File: src/rtl/y_serial_adder_pkg.sv
// Shared definitions for the digit-serial add/subtract unit: FSM states and
// elaboration-time sizing helpers.
package y_serial_adder_pkg;

  typedef enum logic [1:0] {
    Y_IDLE = 2'd0,
    Y_RUN  = 2'd1,
    Y_DONE = 2'd2
  } y_state_t;

  function automatic int steps_of(input int width, input int digit);
    return width / digit;
  endfunction

  // A single-step operation still needs a 1-bit counter to keep the ports legal.
  function automatic int cnt_width(input int steps);
    return (steps <= 1) ? 1 : $clog2(steps);
  endfunction

endpackage

File: src/rtl/y_serial_adder_slice.sv
// Combinational DIGIT-bit ripple made of 1-bit full adders; also exposes the
// carry entering the top bit so the caller can derive signed overflow.
module y_serial_adder_slice #(
  parameter int DIGIT = 1
) (
  input  logic [DIGIT-1:0] a,
  input  logic [DIGIT-1:0] b,
  input  logic             cin,
  output logic [DIGIT-1:0] sum,
  output logic             cout,
  output logic             c_msb
);

  always_comb begin
    logic c;
    c     = cin;
    c_msb = cin;
    sum   = '0;
    for (int i = 0; i < DIGIT; i++) begin
      if (i == DIGIT - 1) c_msb = c;
      sum[i] = a[i] ^ b[i] ^ c;
      c      = (a[i] & b[i]) | (c & (a[i] ^ b[i]));
    end
    cout = c;
  end

endmodule

File: src/rtl/y_serial_adder.sv
// Digit-serial add/subtract: DIGIT bits per clock through a ripple slice,
// result, carry-out and signed overflow published with a one-cycle done pulse.
module y_serial_adder
  import y_serial_adder_pkg::*;
#(
  parameter int WIDTH = 32,
  parameter int DIGIT = 1
) (
  input  logic             clk,
  input  logic             rst,
  input  logic             start,
  input  logic             sub,
  input  logic [WIDTH-1:0] a,
  input  logic [WIDTH-1:0] b,
  input  logic             cin,
  output logic             busy,
  output logic             done,
  output logic [WIDTH-1:0] z,
  output logic             cout,
  output logic             ovf
);

  if (DIGIT < 1 || DIGIT > WIDTH || (WIDTH % DIGIT) != 0) begin : g_bad_params
    $error("y_serial_adder: DIGIT must divide WIDTH and lie in 1..WIDTH");
  end

  localparam int STEPS = steps_of(WIDTH, DIGIT);
  localparam int CW    = cnt_width(STEPS);
  localparam logic [CW-1:0] LAST = CW'(STEPS - 1);

  y_state_t         state, state_next;
  logic [WIDTH-1:0] opa, opb, acc, acc_next;
  logic             carry;
  logic [CW-1:0]    cnt;
  logic [DIGIT-1:0] slice_sum;
  logic             slice_cout, slice_cmsb;
  logic             launch;

  // start is only honoured outside RUN, so an operation in flight is never disturbed.
  assign launch = (state != Y_RUN) && start;

  y_serial_adder_slice #(.DIGIT(DIGIT)) u_slice (
    .a    (opa[DIGIT-1:0]),
    .b    (opb[DIGIT-1:0]),
    .cin  (carry),
    .sum  (slice_sum),
    .cout (slice_cout),
    .c_msb(slice_cmsb)
  );

  always_ff @(posedge clk) begin
    if (rst) state <= Y_IDLE;
    else     state <= state_next;
  end

  always_comb begin
    state_next = state;
    busy       = 1'b0;
    done       = 1'b0;
    case (state)
      Y_IDLE: if (start) state_next = Y_RUN;
      Y_RUN: begin
        busy = 1'b1;
        if (cnt == LAST) state_next = Y_DONE;
      end
      Y_DONE: begin
        done       = 1'b1;
        state_next = start ? Y_RUN : Y_IDLE;
      end
      default: state_next = Y_IDLE;
    endcase
  end

  // Digit k of the result lands at bit k*DIGIT, i.e. filled LSB-digit first.
  always_comb begin
    acc_next = acc;
    acc_next[int'(cnt)*DIGIT +: DIGIT] = slice_sum;
  end

  always_ff @(posedge clk) begin
    if (rst) begin
      opa   <= '0;
      opb   <= '0;
      acc   <= '0;
      carry <= 1'b0;
      cnt   <= '0;
      z     <= '0;
      cout  <= 1'b0;
      ovf   <= 1'b0;
    end else if (launch) begin
      opa   <= a;
      opb   <= sub ? ~b : b;
      carry <= sub ? ~cin : cin;
      cnt   <= '0;
    end else if (state == Y_RUN) begin
      opa   <= opa >> DIGIT;
      opb   <= opb >> DIGIT;
      acc   <= acc_next;
      carry <= slice_cout;
      cnt   <= cnt + CW'(1);
      if (cnt == LAST) begin
        z    <= acc_next;
        cout <= slice_cout;
        ovf  <= slice_cmsb ^ slice_cout;
      end
    end
  end

endmodule
File: config.mk
export PLATFORM = sky130hd
export DESIGN_NAME = y_serial_adder
export DESIGN_NICKNAME = d
export VERILOG_FILES = /design/src/rtl/y_serial_adder_pkg.sv /design/src/rtl/y_serial_adder_slice.sv /design/src/rtl/y_serial_adder.sv
export SDC_FILE = /design/constraint.sdc
export NUM_CORES = 1
export LEC_CHECK = 0
export CAP_MARGIN = 20
export CELL_PAD_IN_SITES_DETAIL_PLACEMENT = 1
export CELL_PAD_IN_SITES_GLOBAL_PLACEMENT = 2
export CORE_MARGIN = 10
export CORE_UTILIZATION = 29
export DETAILED_ROUTE_END_ITERATION = 10
export PLACE_DENSITY = 0.84
export SLEW_MARGIN = 10
export SYNTH_ARGS = -nofsm -noshare
export SYNTH_HDL_FRONTEND = slang
export SYNTH_SLANG_ARGS = --single-unit
export TNS_END_PERCENT = 30
File: constraint.sdc
create_clock -name clk -period 2.5 [get_ports clk]
set_input_delay 0.25 -clock clk [delete_from_list [all_inputs] [get_ports clk]]
set_output_delay 0.25 -clock clk [all_outputs]
set_load 0.005 [all_outputs]
## After elaboration in Yosys (flattened, before gate mapping)

Cells that the tools add are included.

| word-level totals | value |
|---|---|
| bits in registers | 138 |
| input bits | 69 |
| output and inout bits | 36 |
| word-level logic and storage cells | 50 |

| cells by class | value |
|---|---|
| add/subtract/negate cells | 2 |
| equality and inequality tests | 6 |
| shifts and indexed selects | 2 |
| mux-type cells | 15 |
| bitwise operators | 9 |
| reduce and logical (&&, ||, !) cells | 7 |

Operators with widths:

| kind | count |
|---|---|
| 32-bit two-way mux | 5 |
| 5-bit negator with 33-bit output | 1 |
| 1-bit by 33-bit variable shift with 32-bit output, first input constant | 1 |
| 1-bit by 33-bit indexed part select with 32-bit output | 1 |
| 32-bit bitwise mux | 1 |
| 32-bit inverter | 1 |
| 1-bit two-way mux | 6 |
| 2-bit case mux with 3 select lines | 1 |
| 5-bit by 1-bit adder with 5-bit output, second input constant | 1 |
| 5-bit == test, second input constant | 1 |
| 2-bit two-way mux | 2 |
| 2-bit by 1-bit inequality test with 1-bit output, second input constant | 2 |
| 2-bit AND reduction | 2 |
| 3-bit AND reduction | 1 |
| 1-bit bitwise XOR | 3 |
| 1-bit bitwise AND | 2 |
| 2-bit by 1-bit == test with 1-bit output, second input constant | 1 |
| 2-bit == test, second input constant | 1 |
| 2-bit logical NOT | 1 |
| 2-bit inequality test, second input constant | 1 |
| 1-bit inverter | 2 |
| 2-bit nonzero test | 1 |
| 2-bit OR reduction | 1 |
| 1-bit logical AND | 1 |
| 1-bit OR | 1 |

## Depth between registers and ports, before layout

Gate-level depths: netlist of run 1.

| depth | value |
|---|---|
| depth in word-level cells | 5 |
| mapped depth | 13 |
| gate-level depth less buffers | 10 |

## Hierarchy

A second synthesis of run 1 with hierarchy kept.

| unflattened totals | value |
|---|---|
| cells, all modules | 786 |
| area total of the unflattened synthesis | 7066.8 um^2 |

Modules (own cells, without submodules):

| module | instances | cells each | area each (um^2) | sequential area each (um^2) |
|---|---|---|---|---|
| y_serial_adder | 1 | 784 | 7039.3 | 2762.6 |
| y_serial_adder_slice | 1 | 2 | 27.5 | 0.0 |

## Worst setup path after synthesis of run 1

OpenSTA, ideal clock, no wires.

| timing | value |
|---|---|
| kind | reg-to-reg |
| start | register cnt[0] |
| end | register z[31] |
| library setup time | 0.133 ns |
| data arrival time | 2.509 ns |
| required time | 2.367 ns |
| slack | -0.142 ns |
| stages on the path, launching flop included | 12 |
| buffers on the path | 2 |
| clock period less this slack | 2.642 ns |
| cells stage by stage | dfxtp_1 > buf_2 > inv_1 > ha_1 > nand2b_1 > nor2_1 > ha_1 > clkbuf_1 > or3_1 > o22a_1 > o2111ai_1 > o311ai_1 |

| on the way | value |
|---|---|
| cells in the longest elaborated chain, start to end | 3 |
| elaborated cells on any way between the ends | 6 |
| those cells by class | 1 x add/sub; 1 x eq/ne; 2 x shift; 1 x mux; 1 x reduce/logical |

RTL lines:

| what | line | RTL |
|---|---|---|
| start: declaration | y_serial_adder.sv:34 | `logic [CW-1:0] cnt;` |
| start signal: assignment | y_serial_adder.sv:100 | `cnt <= cnt + CW'(1);` |
| 5-bit negator with 33-bit output | y_serial_adder.sv:77 | `acc_next[int'(cnt)*DIGIT +: DIGIT] = slice_sum;` |
| 1-bit by 33-bit indexed part select with 32-bit output / 1-bit by 33-bit variable shift with 32-bit output (equally long branches) | y_serial_adder.sv:77 |  |
| 32-bit bitwise mux | y_serial_adder.sv:77 |  |
| end signal: assignment | y_serial_adder.sv:102 | `z <= acc_next;` |
| end: declaration | y_serial_adder.sv:18 | `output logic [WIDTH-1:0] z,` |

Parallel ways exist; a longest one is shown, timed or not.
A chain may end at the register's enable or synchronous reset.

## Worst setup path in the final report of run 1

| timing | value |
|---|---|
| start | register cnt[1] |
| end | register z[15] |

Same word-level chain as after synthesis.

==> qor.yml, run 1 <==
finish:
  num_antenna_cells: 0
  final_util_pct: 38.5
  stdcell_count: 1225
  num-fill-cells: 2689
  drive_gt1_share_pct: 10.1
  multiInputGateArea_mm2: 0.00368
  layout.nets: 973
  regArea_mm2: 0.00276
  stdcell_area_mm2: 0.00878
  area_growth_pct: 30.0
yosys:
  synth-compound-area-share_pct: 18.9
  yosysSeqAreaShare_pct: 40.9
  avgSynthCellArea_um2: 8.31
  synth_edf_count: 0
  ys_warn_count: 0
  synth_fa_ha_area_share_pct: 1.04
  synth_top_area_cell: "dfxtp_1"
  synth_xor_xnor_area_share_pct: 4.78
  synth_mux_area_share_pct: 8.92
  synth_cell_types: 56
  synthCells: 812
  synth-simple-area-share_pct: 20.4
  synthesis.nets: 886
  synth_top_family_by_area: "simple AND/OR/NAND/NOR gates"
  ys_ff_latch: 138
  synth_top_area_share_pct: 40.9
  syn_area_mm2: 0.00675
  async_reset_ff_share_pct: 0
  ys_dominant_reg_cell: "dfxtp_1"
  yosys-top-cells-area: "dfxtp_1 (41%), a211oi_1 (9.0%), mux2i_1 (8.8%)"
timing:
  max_freq_ghz: 0.431
  min_period_over_period_pct: 92.9
  setup_violations: 0
  worst_slew_pin_slew_ns: 0.810
  worst_clock_skew_ns: 0.0127
  timing.setup.tns_ns: 0
  finalMaxSlewViolations: 0
  hold_viol: 0
  finalWorstPathRequiredPeriod_ns: 2.32
  relSlewSlack_pct: 45.5
placed_design:
  io_buffers: 104
  dpl.hpwl_um: 14100
  post-place-cells: 1191
  place_area_mm2: 0.00818
  place.gp.congestion: 0.798
global_routing:
  grt_pass1_vias: 6259
  antenna_found_initial: 0
  grt_first_pass_wirelength_um: 32900
  grt_max_degree: 70
  grt.overflow.total: 0
  track_usage_pct: 13.3
setup_path:
  worstPathRequired_ns: 2.79
  cp_max_fo: 10
  rrSetupSlack_ns: 0.18
  end_kind: "flip-flop"
  r2r-start: "cnt[1]"
  startpoint_type: "flip-flop"
  r2r_end: "z[15]"
  crit_type: "reg2reg"
  cp_data_arrival_time_ns: 2.61
  r2r_cells: 10
floorplanning:
  dieArea_mm2: 0.0298
  initial_core_util_pct: 29.6
  ioPinCount: 105
  dieWidth_um: 173
  fp.coreArea_mm2: 0.0228
  std_cell_rows: 55
  die_y_um: 173
clock_network:
  cts_tree: "yes"
  clk_path_buf_depth: 2
  cts_root_buffer: "clkbuf_16"
  hold_buffers: 0
  clock_sinks: 138
  htreeDepth: 4
  cts_made_buffers: 17
  clkSlewWorstSetupHoldPaths_ns: 0.06
  clock_latency_ns: 0.43
min_path:
  hp-start: "rst"
  holdPathEnd: "acc[19]"
  min_path_cells: 2
  min_path_type: "in2reg"
routing:
  wl_um: 20200
  via_per_inst: 4.97
  dr.pass1.iters: 4
  ant_nets: 0
  drc: 0
  wl_per_cell_um: 16.5
  drt-initial-drc-count: 292
  via_count: 6089
flow_run:
  cap_violations: 0
pwr:
  ir_drop_v: 0.000358
  p_total_uw: 5470
  cellLeakagePower_uw: 0.00319
  p_per_area_mw_per_mm2: 623
run_status:
  status: "complete, no violations"
## per-layer routing
metal  GRT usage, %  up-vias  routed length, um
li1               -     3055                  -
met1           16.5     2897               9420
met2           22.1      115               9660
met3           3.42       22                820
met4           3.88        0                268
met5              0        -                  0
## worst max-delay path, cell delays in order, from the launching register on
cell       delay [ns]
dfxtp_1          0.33
inv_1            0.06
ha_1             0.19
nand2b_1         0.14
nor2_1           0.09
ha_4             0.33
inv_1            0.10
or3_1            0.38
o22a_1           0.26
o2111ai_1        0.20
o311ai_1         0.12
## area by class of cell
class | instances | share of cell area [%]
Multi-Input combinational cell | 593 | 42.0
Tap cell | 313 | 4.46
Clock buffer | 19 | 5.16
Inverter | 8 | 0.342
Clock inverter | 13 | 1.23
Sequential cell | 138 | 31.5
Timing Repair Buffer | 141 | 15.3
## state kept, by name, summed over array words and instances (netlist names)
signal,flops
acc,32
opa,32
opb,32
z,32
cnt,5
state,2
carry,1
cout,1
ovf,1
## logic make-up after synthesis
family	after synthesis
flip-flops	138
buffers and inverters	81
AND/OR/NAND/NOR	303
adder cells (fa/ha/maj)	5
XOR/XNOR	36
AO/OA/AOI/OAI	189
multiplexers	60
## cells in the final DEF (no fill, tap or decap), types with 7 or more instances in the layout
cell type and instances:
a21oi_1 52, clkbuf_16 17, nor3_1 9, nor2_1 142, o21ai_0 9, xnor2_1 35, a311oi_1 9, and2_1 9
nand3_1 32, a211oi_1 81, nor4_1 7, o21ai_1 12, clkdlybuf4s50_1 101, dfxtp_1 137, nand2_1 68, mux2i_1 58
buf_4 36
## power breakdown
group          internal (uW)  switching (uW)  total, uW
Sequential              2300            55.4       2360
Combinational            326             383        708
Clock                   1340            1060       2410
## Yosys cell counts (all sizes together) (2+ instances only)
| master | number |
|---|---|
| nor3 | 12 |
| nand2 | 68 |
| mux2i | 59 |
| a211oi | 82 |
| ha | 4 |
| o2111ai | 2 |
| nor4 | 10 |
| o22a | 2 |
| dfxtp | 138 |
| nand4 | 2 |
| o21ai | 21 |
| buf | 26 |
| nor2 | 143 |
| xnor2 | 35 |
| nand3 | 32 |
| o22ai | 2 |
| o31ai | 2 |
| nand3b | 2 |
| a221oi | 2 |
| nor3b | 2 |
| clkbuf | 47 |
| a2111oi | 2 |
| inv | 8 |
| and2 | 9 |
| o221ai | 4 |
| a311oi | 9 |
| or3 | 4 |
| nand2b | 5 |
| nor2b | 4 |
| a32oi | 4 |
| a21oi | 52 |
| and3 | 4 |
| o311ai | 2 |
## what timing repair did
item                                    CTS  global route
buffers inserted                          0             2
endpoints found under the setup margin    0            35
hold endpoints to repair                  0             0
resized for setup                         0             4
## metrics by stage
stage	setup WS, ns	hold WS [ns]
2_1_floorplan	0.00622	0.334
3_3_place_gp	0.135	0.444
3_5_place_dp	0.0542	0.449
4_1_cts	0.0369	0.213
5_1_grt	-0.00698	0.215
6_report	0.178	0.219
## worst max path at each step
stage / start / end / slack (ns) / depth (start not counted)
after floorplan: cnt[0] / z[31] / 0.006 / 11
after global placement: cnt[1] / z[15] / 0.13 / 10
after detailed placement: cnt[1] / acc[10] / 0.05 / 10
after CTS: cnt[1] / acc[10] / 0.04 / 10
after global routing: cnt[1] / z[7] / -0.007 / 11
final: cnt[1] / z[15] / 0.18 / 10
Power figures use the tool's default switching activity.
==> run 2, diff against run 1 <==
--- a/config.mk
+++ b/config.mk
@@ -8,6 +8,7 @@
 export CAP_MARGIN = 20
 export CELL_PAD_IN_SITES_DETAIL_PLACEMENT = 1
 export CELL_PAD_IN_SITES_GLOBAL_PLACEMENT = 2
+export CORE_ASPECT_RATIO = 0.9
 export CORE_MARGIN = 10
 export CORE_UTILIZATION = 29
 export DETAILED_ROUTE_END_ITERATION = 10
==> qor.yml, run 2 (synthesis gave the netlist of run 1 again) <==
run_status:
  status: "complete, no violations"
pwr:
  p_per_area_mw_per_mm2: 649
  ir_drop_v: 0.000364
  clkPwrFrac_pct: 46.5
  p_switching_uw: 1440
  pwr-share-comb_pct: 12.3
  internal-power_uw: 4280
  cellLeakagePower_uw: 0.00322
  seqPwrFrac_pct: 41.2
  switching_share_pct: 25.2
finish:
  area_growth_pct: 30.7
  regArea_mm2: 0.00276
  num-fill-cells: 2678
  multiInputGateArea_mm2: 0.00368
  final_common_cell: "nor2_1"
  stdcell_area_mm2: 0.00882
  layout.nets: 975
  most-common-layout-cells: "nor2_1 (141), dfxtp_1 (137), clkdlybuf4s50_1 (101)"
  stdcell_count: 1211
  drive_gt1_share_pct: 9.96
  num_antenna_cells: 0
setup_path:
  end_kind: "flip-flop"
  crit_type: "reg2reg"
  cp_data_arrival_time_ns: 2.58
  worstPathRequired_ns: 2.81
  slowest_delay_ns: 0.36
  r2r_cells: 10
  crit_slowest_cell: "or3_1"
  cp_max_fo: 8
  r2r_end: "z[31]"
  startpoint_type: "flip-flop"
  r2r-start: "cnt[1]"
  rrSetupSlack_ns: 0.23
  crit_chain: "inv_1 -> ha_1 -> nand2b_1 -> nor2_1 -> ha_4 -> buf_4 -> or3_1 -> o22a_1 -> o2111ai_1 -> o311ai_1"
routing:
  drt-initial-drc-count: 384
  wl_per_cell_um: 16.9
  dr.pass1.iters: 5
  ant_nets: 0
  via_count: 6125
  wl_um: 20400
  drc: 0
  via_per_inst: 5.06
timing:
  max_freq_ghz: 0.440
  min_period_over_period_pct: 90.9
  setup_violations: 0
  finalWorstPathRequiredPeriod_ns: 2.27
  relSlewSlack_pct: 58.8
  hold_viol: 0
  timing.setup.tns_ns: 0
  worst_clock_skew_ns: 0.0189
  rsz0062_at_grt: "no"
  worst_slew_pin_slew_ns: 0.613
  finalMaxSlewViolations: 0
clock_network:
  hold_buffers: 0
  clock_sinks: 138
  clkSlewWorstSetupHoldPaths_ns: 0.06
  cts_root_buffer: "clkbuf_16"
  clock_latency_ns: 0.43
  clk_path_buf_depth: 2
  cts_tree: "yes"
  cts_made_buffers: 17
  htreeDepth: 4
placed_design:
  io_buffers: 104
  post-place-cells: 1179
  dpl.hpwl_um: 14100
  place_area_mm2: 0.00819
  place.gp.congestion: 0.803
floorplanning:
  die_y_um: 165
  std_cell_rows: 52
  dieArea_mm2: 0.0298
  dieWidth_um: 181
  fp.coreArea_mm2: 0.0227
  ioPinCount: 105
  initial_core_util_pct: 29.7
global_routing:
  grt_pass1_vias: 6167
  grt_max_degree: 113
  antenna_found_initial: 1
  grt_first_pass_wirelength_um: 33000
  grt.overflow.total: 0
  track_usage_pct: 13.5
flow_run:
  cap_violations: 0
min_path:
  holdPathEnd: "z[14]"
  min_path_type: "in2reg"
  hp-start: "rst"
  min_path_cells: 3
run 2: cell count changes in the layout (fill, tap and decap cells not counted), sizes merged:
cell / change
inv: -5
buf: +2
bufinv: +3
clkbuf: +3
clkinvlp: -1
run 2: what timing repair did:
item                                    in CTS  in global routing
gates resized for setup                      1                  2
setup buffers                                0                  0
endpoints found under the setup margin       2                 28
run 2: cell type report:
type	instances	area share, %
clock buffer	22	5.38
inverter	8	0.341
sequential	138	31.3
multi-input combinational	593	41.7
timing repair buffer	143	15.4
tap	297	4.21
clock inverter	10	1.59
run 2: critical path: cells and delay by family, from the launching register on:
kind | cells | cell delay (ns)
AO/OA/AOI/OAI | 3 | 0.57
adder cells (fa/ha/maj) | 2 | 0.42
buffers and inverters | 2 | 0.23
flip-flops | 1 | 0.31
AND/OR/NAND/NOR | 3 | 0.63
run 2: metal layers:
metal,part of all wire (%),up-vias,track usage (%)
met2,46,111,21.5
met1,49,2939,17.4
met3,4.8,16,3.83
met4,0.86,2,3.80
li1,-,3057,-
met5,0.064,-,0
run 2: metrics by stage:
stage          utilization (%)  hold slack, ns  worst slack (ns)  total power [uW]
2_1_floorplan                -           0.334           0.00622              2850
3_3_place_gp              36.1           0.445             0.102              3100
3_5_place_dp              36.1           0.451            0.0344              3110
4_1_cts                   38.8           0.349            0.0264              5790
5_1_grt                   38.8           0.401            0.0321              5970
6_report                  38.8           0.351             0.227              5720
run 2: worst max-delay path by stage:
| stage | from | end |
|---|---|---|
| after floorplan | cnt[0] | z[31] |
| after global placement | cnt[1] | z[15] |
| after detailed placement | cnt[1] | z[15] |
| after CTS | cnt[1] | z[15] |
| after global routing | cnt[0] | z[15] |
| final | cnt[1] | z[31] |
run 2: power groups by stage:
stage	Sequential [uW]	Clock, uW	Combinational (uW)
after detailed placement	2400	0	707
after global placement	2400	0	694
after global routing	2370	2820	781
after CTS	2360	2720	711
after floorplan	2390	0	460
final	2360	2660	703
==> run 3, diff against run 2 <==
--- a/config.mk
+++ b/config.mk
@@ -12,6 +12,7 @@
 export CORE_MARGIN = 10
 export CORE_UTILIZATION = 29
 export DETAILED_ROUTE_END_ITERATION = 10
+export GPL_TIMING_DRIVEN = 0
 export PLACE_DENSITY = 0.84
 export SLEW_MARGIN = 10
 export SYNTH_ARGS = -nofsm -noshare
==> qor.yml, run 3 (synthesis gave the netlist of run 1 again) <==
floorplanning:
  dieWidth_um: 181
  std_cell_rows: 52
  fp.coreArea_mm2: 0.0227
  initial_core_util_pct: 29.7
  dieArea_mm2: 0.0298
  ioPinCount: 105
  die_y_um: 165
global_routing:
  grt_pass1_vias: 6660
  track_usage_pct: 15.0
  grt.overflow.total: 0
  grt_first_pass_wirelength_um: 36000
  grt_max_degree: 17
  antenna_found_initial: 1
timing:
  setup_violations: 0
  layout_setup_ws_ns: 0.0101
  hold_ws_ns: 0.424
  hold_viol: 0
  max_freq_ghz: 0.402
  min_period_over_period_pct: 99.6
  relSlewSlack_pct: 38.1
  worst_slew_pin_slew_ns: 0.920
  finalWorstPathRequiredPeriod_ns: 2.49
  worst_clock_skew_ns: 0.0121
  finalMaxSlewViolations: 0
routing:
  via_per_inst: 5.10
  drt-initial-drc-count: 330
  dr.pass1.iters: 5
  drc: 0
  via_count: 6385
  wl_um: 23200
  ant_nets: 0
  wl_per_cell_um: 18.5
finish:
  final_common_cell: "nor2_1"
  drive_gt1_share_pct: 11.5
  layout.nets: 1015
  area_growth_pct: 35.5
  num_antenna_cells: 0
  most-common-layout-cells: "nor2_1 (140), dfxtp_1 (136), clkdlybuf4s50_1 (102)"
setup_path:
  r2r_end: "z[31]"
  rrSetupSlack_ns: 0.01
  crit_start: "cnt[0]"
  startpoint_type: "flip-flop"
  r2r-start: "cnt[0]"
  r2r_cells: 11
  cp_max_fo: 10
  crit_type: "reg2reg"
  worstPathRequired_ns: 2.79
  end_kind: "flip-flop"
  cp_data_arrival_time_ns: 2.78
clock_network:
  cts_tree: "yes"
  htreeDepth: 4
  cts_root_buffer: "clkbuf_16"
  hold_buffers: 0
  clock_latency_ns: 0.44
  cts_made_buffers: 17
  clk_path_buf_depth: 2
  clock_sinks: 138
  clkSlewWorstSetupHoldPaths_ns: 0.06
pwr:
  clkPwrFrac_pct: 48.2
  p_total_uw: 6070
  p_switching_uw: 1550
  cellLeakagePower_uw: 0.00331
  internal-power_uw: 4520
  switching_share_pct: 25.5
  p_per_area_mw_per_mm2: 663
  seqPwrFrac_pct: 38.9
  pwr-share-comb_pct: 12.9
  ir_drop_v: 0.000350
placed_design:
  io_buffers: 102
  place.gp.congestion: 0.814
  dpl.hpwl_um: 16700
  dp_slack_ns: -0.653
run_status:
  status: "complete, no violations"
min_path:
  min_path_cells: 5
  hp-start: "start"
  holdPathEnd: "opb[7]"
  min_path_type: "in2reg"
flow_run:
  cap_violations: 0
run 3: final cells by class:
type                            count  area [um^2]
Inverter                            8         30.0
Clock buffer                       18          429
Clock inverter                     14          244
Fill cell                        2692        13600
Tap cell                          297          372
Timing Repair Buffer              112         1100
Multi-Input combinational cell    593         3840
Buffer                             71          359
Sequential cell                   138         2770
run 3: metal layers:
layer	vias to the layer above	GRT usage (%)	share of wire [%]
met4	2	4.21	0.47
met5	-	0	0.047
met3	8	4.22	5.2
met1	3118	19.4	48
li1	3129	-	-
met2	128	23.9	46
run 3: what timing repair did:
item | 4_1_cts | 5_1_grt
gates resized for setup | 40 | 22
pin swaps | 2 | 5
setup buffers | 2 | 8
endpoints found under the setup margin | 66 | 57
run 3: metrics by stage:
stage,TNS (ns),util [%],area (um^2),instances
detailed placement,-24.89,35.9,8150,1211
floorplan,0,-,6760,812
global route,-0.696,40.3,9140,1251
global placement,-21.36,35.9,8150,1211
finish,0,40.3,9140,1251
CTS,0,39.6,9000,1245
run 3: critical path, stage by stage (launching register included):
cell       delay (ns)
dfxtp_4          0.36
buf_8            0.12
inv_1            0.08
ha_4             0.18
nand2b_4         0.07
nor2_1           0.11
ha_1             0.28
buf_8            0.17
or3_4            0.38
o22a_4           0.26
o2111ai_2        0.20
o311ai_2         0.13
run 3: worst max path at each step:
stage / endpoint / cells after the start
2_1_floorplan: z[31] / 11
3_3_place_gp: acc[30] / 12
3_5_place_dp: acc[30] / 12
4_1_cts: z[31] / 11
5_1_grt: acc[4] / 12
6_report: z[31] / 11
run 3: power groups by stage:
| stage | clock, uW | sequential [uW] | combinational, uW |
|---|---|---|---|
| after detailed placement | 0 | 2410 | 724 |
| after CTS | 2970 | 2360 | 759 |
| after floorplan | 0 | 2390 | 460 |
| final | 2930 | 2360 | 780 |
| after global routing | 3070 | 2370 | 859 |
| after global placement | 0 | 2410 | 712 |
==> edit 1, RTL diff (flow settings as in run 2) <==
Re-encode `y_state_t` (3 states) as one-hot, 3 bits wide.
--- a/src/rtl/y_serial_adder_pkg.sv
+++ b/src/rtl/y_serial_adder_pkg.sv
@@ -2,10 +2,10 @@
 // elaboration-time sizing helpers.
 package y_serial_adder_pkg;
 
-  typedef enum logic [1:0] {
-    Y_IDLE = 2'd0,
-    Y_RUN  = 2'd1,
-    Y_DONE = 2'd2
+  typedef enum logic [2:0] {
+    Y_IDLE = 3'b001,
+    Y_RUN  = 3'b010,
+    Y_DONE = 3'b100
   } y_state_t;
 
   function automatic int steps_of(input int width, input int digit);
Function: same outputs for any inputs over 10 cycles, from zero or initial values and one cycle with rst high; not proved beyond that.
==> edit 1 against run 2 <==
Area after synthesis rose by 0.37%. Final area is 0.21% lower. Routed wire length down 0.35%. Sequential cell count rose by 1. Setup slack worse by 0.092 ns. Critical path depth fell by 1. First-iteration DRC count fell by 5.5%. Total power shrank 4.1%. Critical endpoint is now z[8]. Largest cell class unchanged. Largest power group unchanged.
==> edit 1: results <==
[global_routing]
grt_max_degree = 68
grt_usage_pct = 13.3
antenna_found_initial = 0
grt_pass1_vias = 6242
grt_first_pass_wirelength_mm = 32.9

[hold_path]
hp-class = in -> reg

[placed_design]
io_buffer_count = 104
dp_hpwl_mm = 14.0
gp_congestion = 0.786
pre_cts_slack_ns = -0.228

[drt]
routed_wl_mm = 20.3
drtPass1Iterations = 4
drt-initial-drc-count = 363
via_per_inst = 5.13

[synthesis]
yosys_warnings = 0
synth-async-reset-ratio_pct = 0
synth_cell_types = 48
synthTopCellsByArea = dfxtp_1 41%, nor2_1 8.3%, a211oi_1 7.3%, mux2i_1 6.1%, xnor2_1 4.7%
synth_commonest_cells = 149 x nor2_1, 139 x dfxtp_1, 66 x a211oi_1
synth_seq_area_share_pct = 41.1
synthesis.nets = 882

[cts]
cts_root_buffer = clkbuf_16
clock_path_buffers = 2
clk_pin_slew_ns = 0.06
cts_buffers = 17
cts_max_level = 4
clk-insertion-delay-late_ns = 0.42
cts_setup_buffers = 0

[setup_path]
critPathMaxFanout = 9
arrival_ns = 2.69
r2r_slack_ns = 0.13

[outcome]
status = finished clean

[sta]
max_freq_mhz = 423
finalClockSkew_ns = 0.0124
tightest_slew_ns = 0.674

[pwr]
peakVddDrop_mv = 0.339
p_leak_nw = 3.16

[finish]
nets = 969
final_layout_size_suffix_gt1_share_pct = 9.72
num_antenna_cells = 0
[edit 1: cell count changes in the layout (fill, tap and decap cells not counted), sizes merged, moves of 5 or more]
cell,delta
nand2,-45
a311oi,+24
o21ai,+24
mux2i,-18
a211oi,-16
nand3,+15
and2,-7
o21bai,+7
a31oi,+6
nor2,+6
nor4,-6
nand4,+5
[edit 1: area by class of cell]
| cell class | count | area, sq um |
|---|---|---|
| Multi-Input combinational cell | 586 | 3660 |
| Inverter | 6 | 23.8 |
| Clock buffer | 22 | 484 |
| Clock inverter | 10 | 115 |
| Sequential cell | 139 | 2780 |
| Timing Repair Buffer | 142 | 1370 |
| Fill cell | 2635 | 13900 |
| Tap cell | 297 | 372 |
[edit 1: per-stage QoR]
step	setup TNS, ns	std cells	hold slack [ns]	area, sq um	utilization [%]
after CTS	0	1202	0.237	8780	38.7
after global routing	0	1202	0.245	8800	38.8
final	0	1202	0.259	8800	38.8
after global placement	-0.593	1170	0.455	8170	36.0
after floorplan	0	805	0.434	6780	-
after detailed placement	-1.35	1170	0.453	8170	36.0
[edit 1: worst paths after layout]
path / startpoint / end / cells after the start
max reg2reg: cnt[0] / z[8] / 9
max: cnt[0] / z[8] / 9
min reg2reg: cout / cout / 2
min: rst / acc[19] / 2
[edit 1: cell families after synthesis]
logic type,Yosys count,synth area share [%]
compound gates,222,21.5
xor+xnor,37,4.78
fa+ha+maj,8,1.59
buf+inv,80,5.39
flops,139,41.1
mux,43,6.39
simple gates,276,19.3
[edit 1: power breakdown]
part | total, mW | internal (mW) | switching, mW
clock | 2.57 | 1.57 | 1.00
sequential | 2.36 | 2.31 | 0.0503
combinational | 0.555 | 0.291 | 0.263
total | 5.49 | 4.17 | 1.31
[edit 1: layer usage]
metal / wire length, microns / global-route usage (%)
met2: 9190 / 20.8
met4: 196 / 3.47
met3: 1120 / 4.46
met5: 0 / 0
met1: 9830 / 17.3
[edit 1: repair_timing]
action                                 CTS  global route
gates cloned                             0             0
endpoints found under the hold margin    0             0
setup endpoints to repair               10            11
resized for setup                        1             5
[edit 1: worst max-delay path, cell delays in order (launching register included)]
cell and delay [ns]:
dfxtp_1 0.33, inv_1 0.07, ha_1 0.21, nand2b_1 0.09
nor2_1 0.05, ha_1 0.34, buf_4 0.18, and3_1 0.53
nand4_1 0.18, a311oi_1 0.29
==> edit 2, RTL diff (config.mk and constraints of run 2) <==
Without the edit above. `WIDTH`: 32 -> 28.
--- a/src/rtl/y_serial_adder.sv
+++ b/src/rtl/y_serial_adder.sv
@@ -3,7 +3,7 @@
 module y_serial_adder
   import y_serial_adder_pkg::*;
 #(
-  parameter int WIDTH = 32,
+  parameter int WIDTH = 28,
   parameter int DIGIT = 1
 ) (
   input  logic             clk,
Ports: changed (resized a, b and z); port bits go from 105 to 93. No check against the original RTL was run, so the function may have changed too.
==> edit 2 against run 2 <==
Clock power decreased by 11%. Count of clock-buffer cells in the layout fell by 4. Routed wire length fell by 12%. Sequential share of layout area down 0.56 points. Setup slack worse by 0.053 ns. Final area shrank 10%. Total power down 11%. Area after synthesis decreased by 9.6%. Clock skew fell by 0.0082 ns. Combinational power is 9.2% lower. Critical path depth is 2 lower. Fmax down 2.3%. Global-route usage about the same. Largest power group unchanged. Sequential cell count shrank 16.
==> edit 2: results <==
[placed_design]
gp_congestion = 0.813
pre_cts_slack_ns = 0.141
io_buffer_count = 92

[pwr]
peakVddDrop_mv = 0.348
p_seq_mw = 2.08
p_leak_nw = 3.01

[finish]
nets = 850
areaGrowthSynthToFinish_pct = 30.1
n_all_inverters = 7
nNonClkBuffers = 122
nClkBuffers = 18
bufAreaShareNonClock_pct = 14.6
regArea_sq_mm = 0.00244

[drt]
routed_wl_mm = 18.0
routedWlPerCell_microns = 16.6
wl_met3_mm = 1.08
routed.top_layer = met4
via_per_inst = 4.93

[setup_path]
arrival_ns = 2.65

[synthesis]
synthTopCellsByArea = dfxtp_1 40%, mux2i_1 8.4%, a211oi_1 7.5%, nor2_1 6.9%, xnor2_1 4.5%
synth_cells = 706
synth_cell_types = 67
synth_commonest_cells = 122 x dfxtp_1, 112 x nor2_1, 61 x a211oi_1

[global_routing]
grt_pass1_vias = 5606
grt_max_degree = 57
grt_first_pass_wirelength_mm = 30.2

[outcome]
status = finished clean

[cts]
numClockSinks = 122
post_cts_resized = 0

[sta]
finalClockSkew_ns = 0.0107
## edit 2: cell count changes in the layout (fill, tap and decap cells not counted), sizes merged, moves of 10 or more
cell           before  now
nor2              143  114
buf                42   32
o21ai              21    8
clkdlybuf4s50     101   90
nand3              32   16
nand2              68   58
dfxtp             138  122
nand4               2   13
a211oi             82   63
## edit 2: cells by family after synthesis
group	synth area share [%]
compound gates	17.2
fa+ha+maj	0.944
simple gates	21.6
xor+xnor	5.46
flops	40.0
buf+inv	5.07
mux	9.70
## edit 2: layer usage
layer,vias up,GRT usage (%)
met5,-,0
met4,0,3.28
met3,14,4.72
met2,119,21.2
met1,2538,17.4
li1,2678,-
## edit 2: path summary, 6_finish.rpt
check | endpoint | slack [ns] | start | cells past startpoint
setup / recovery | z[26] | 0.17 | cnt[0] | 8
setup reg to reg | z[26] | 0.17 | cnt[0] | 8
hold reg to reg | z[7] | 0.45 | z[7] | 2
hold / removal | state[1] | 0.15 | rst | 2
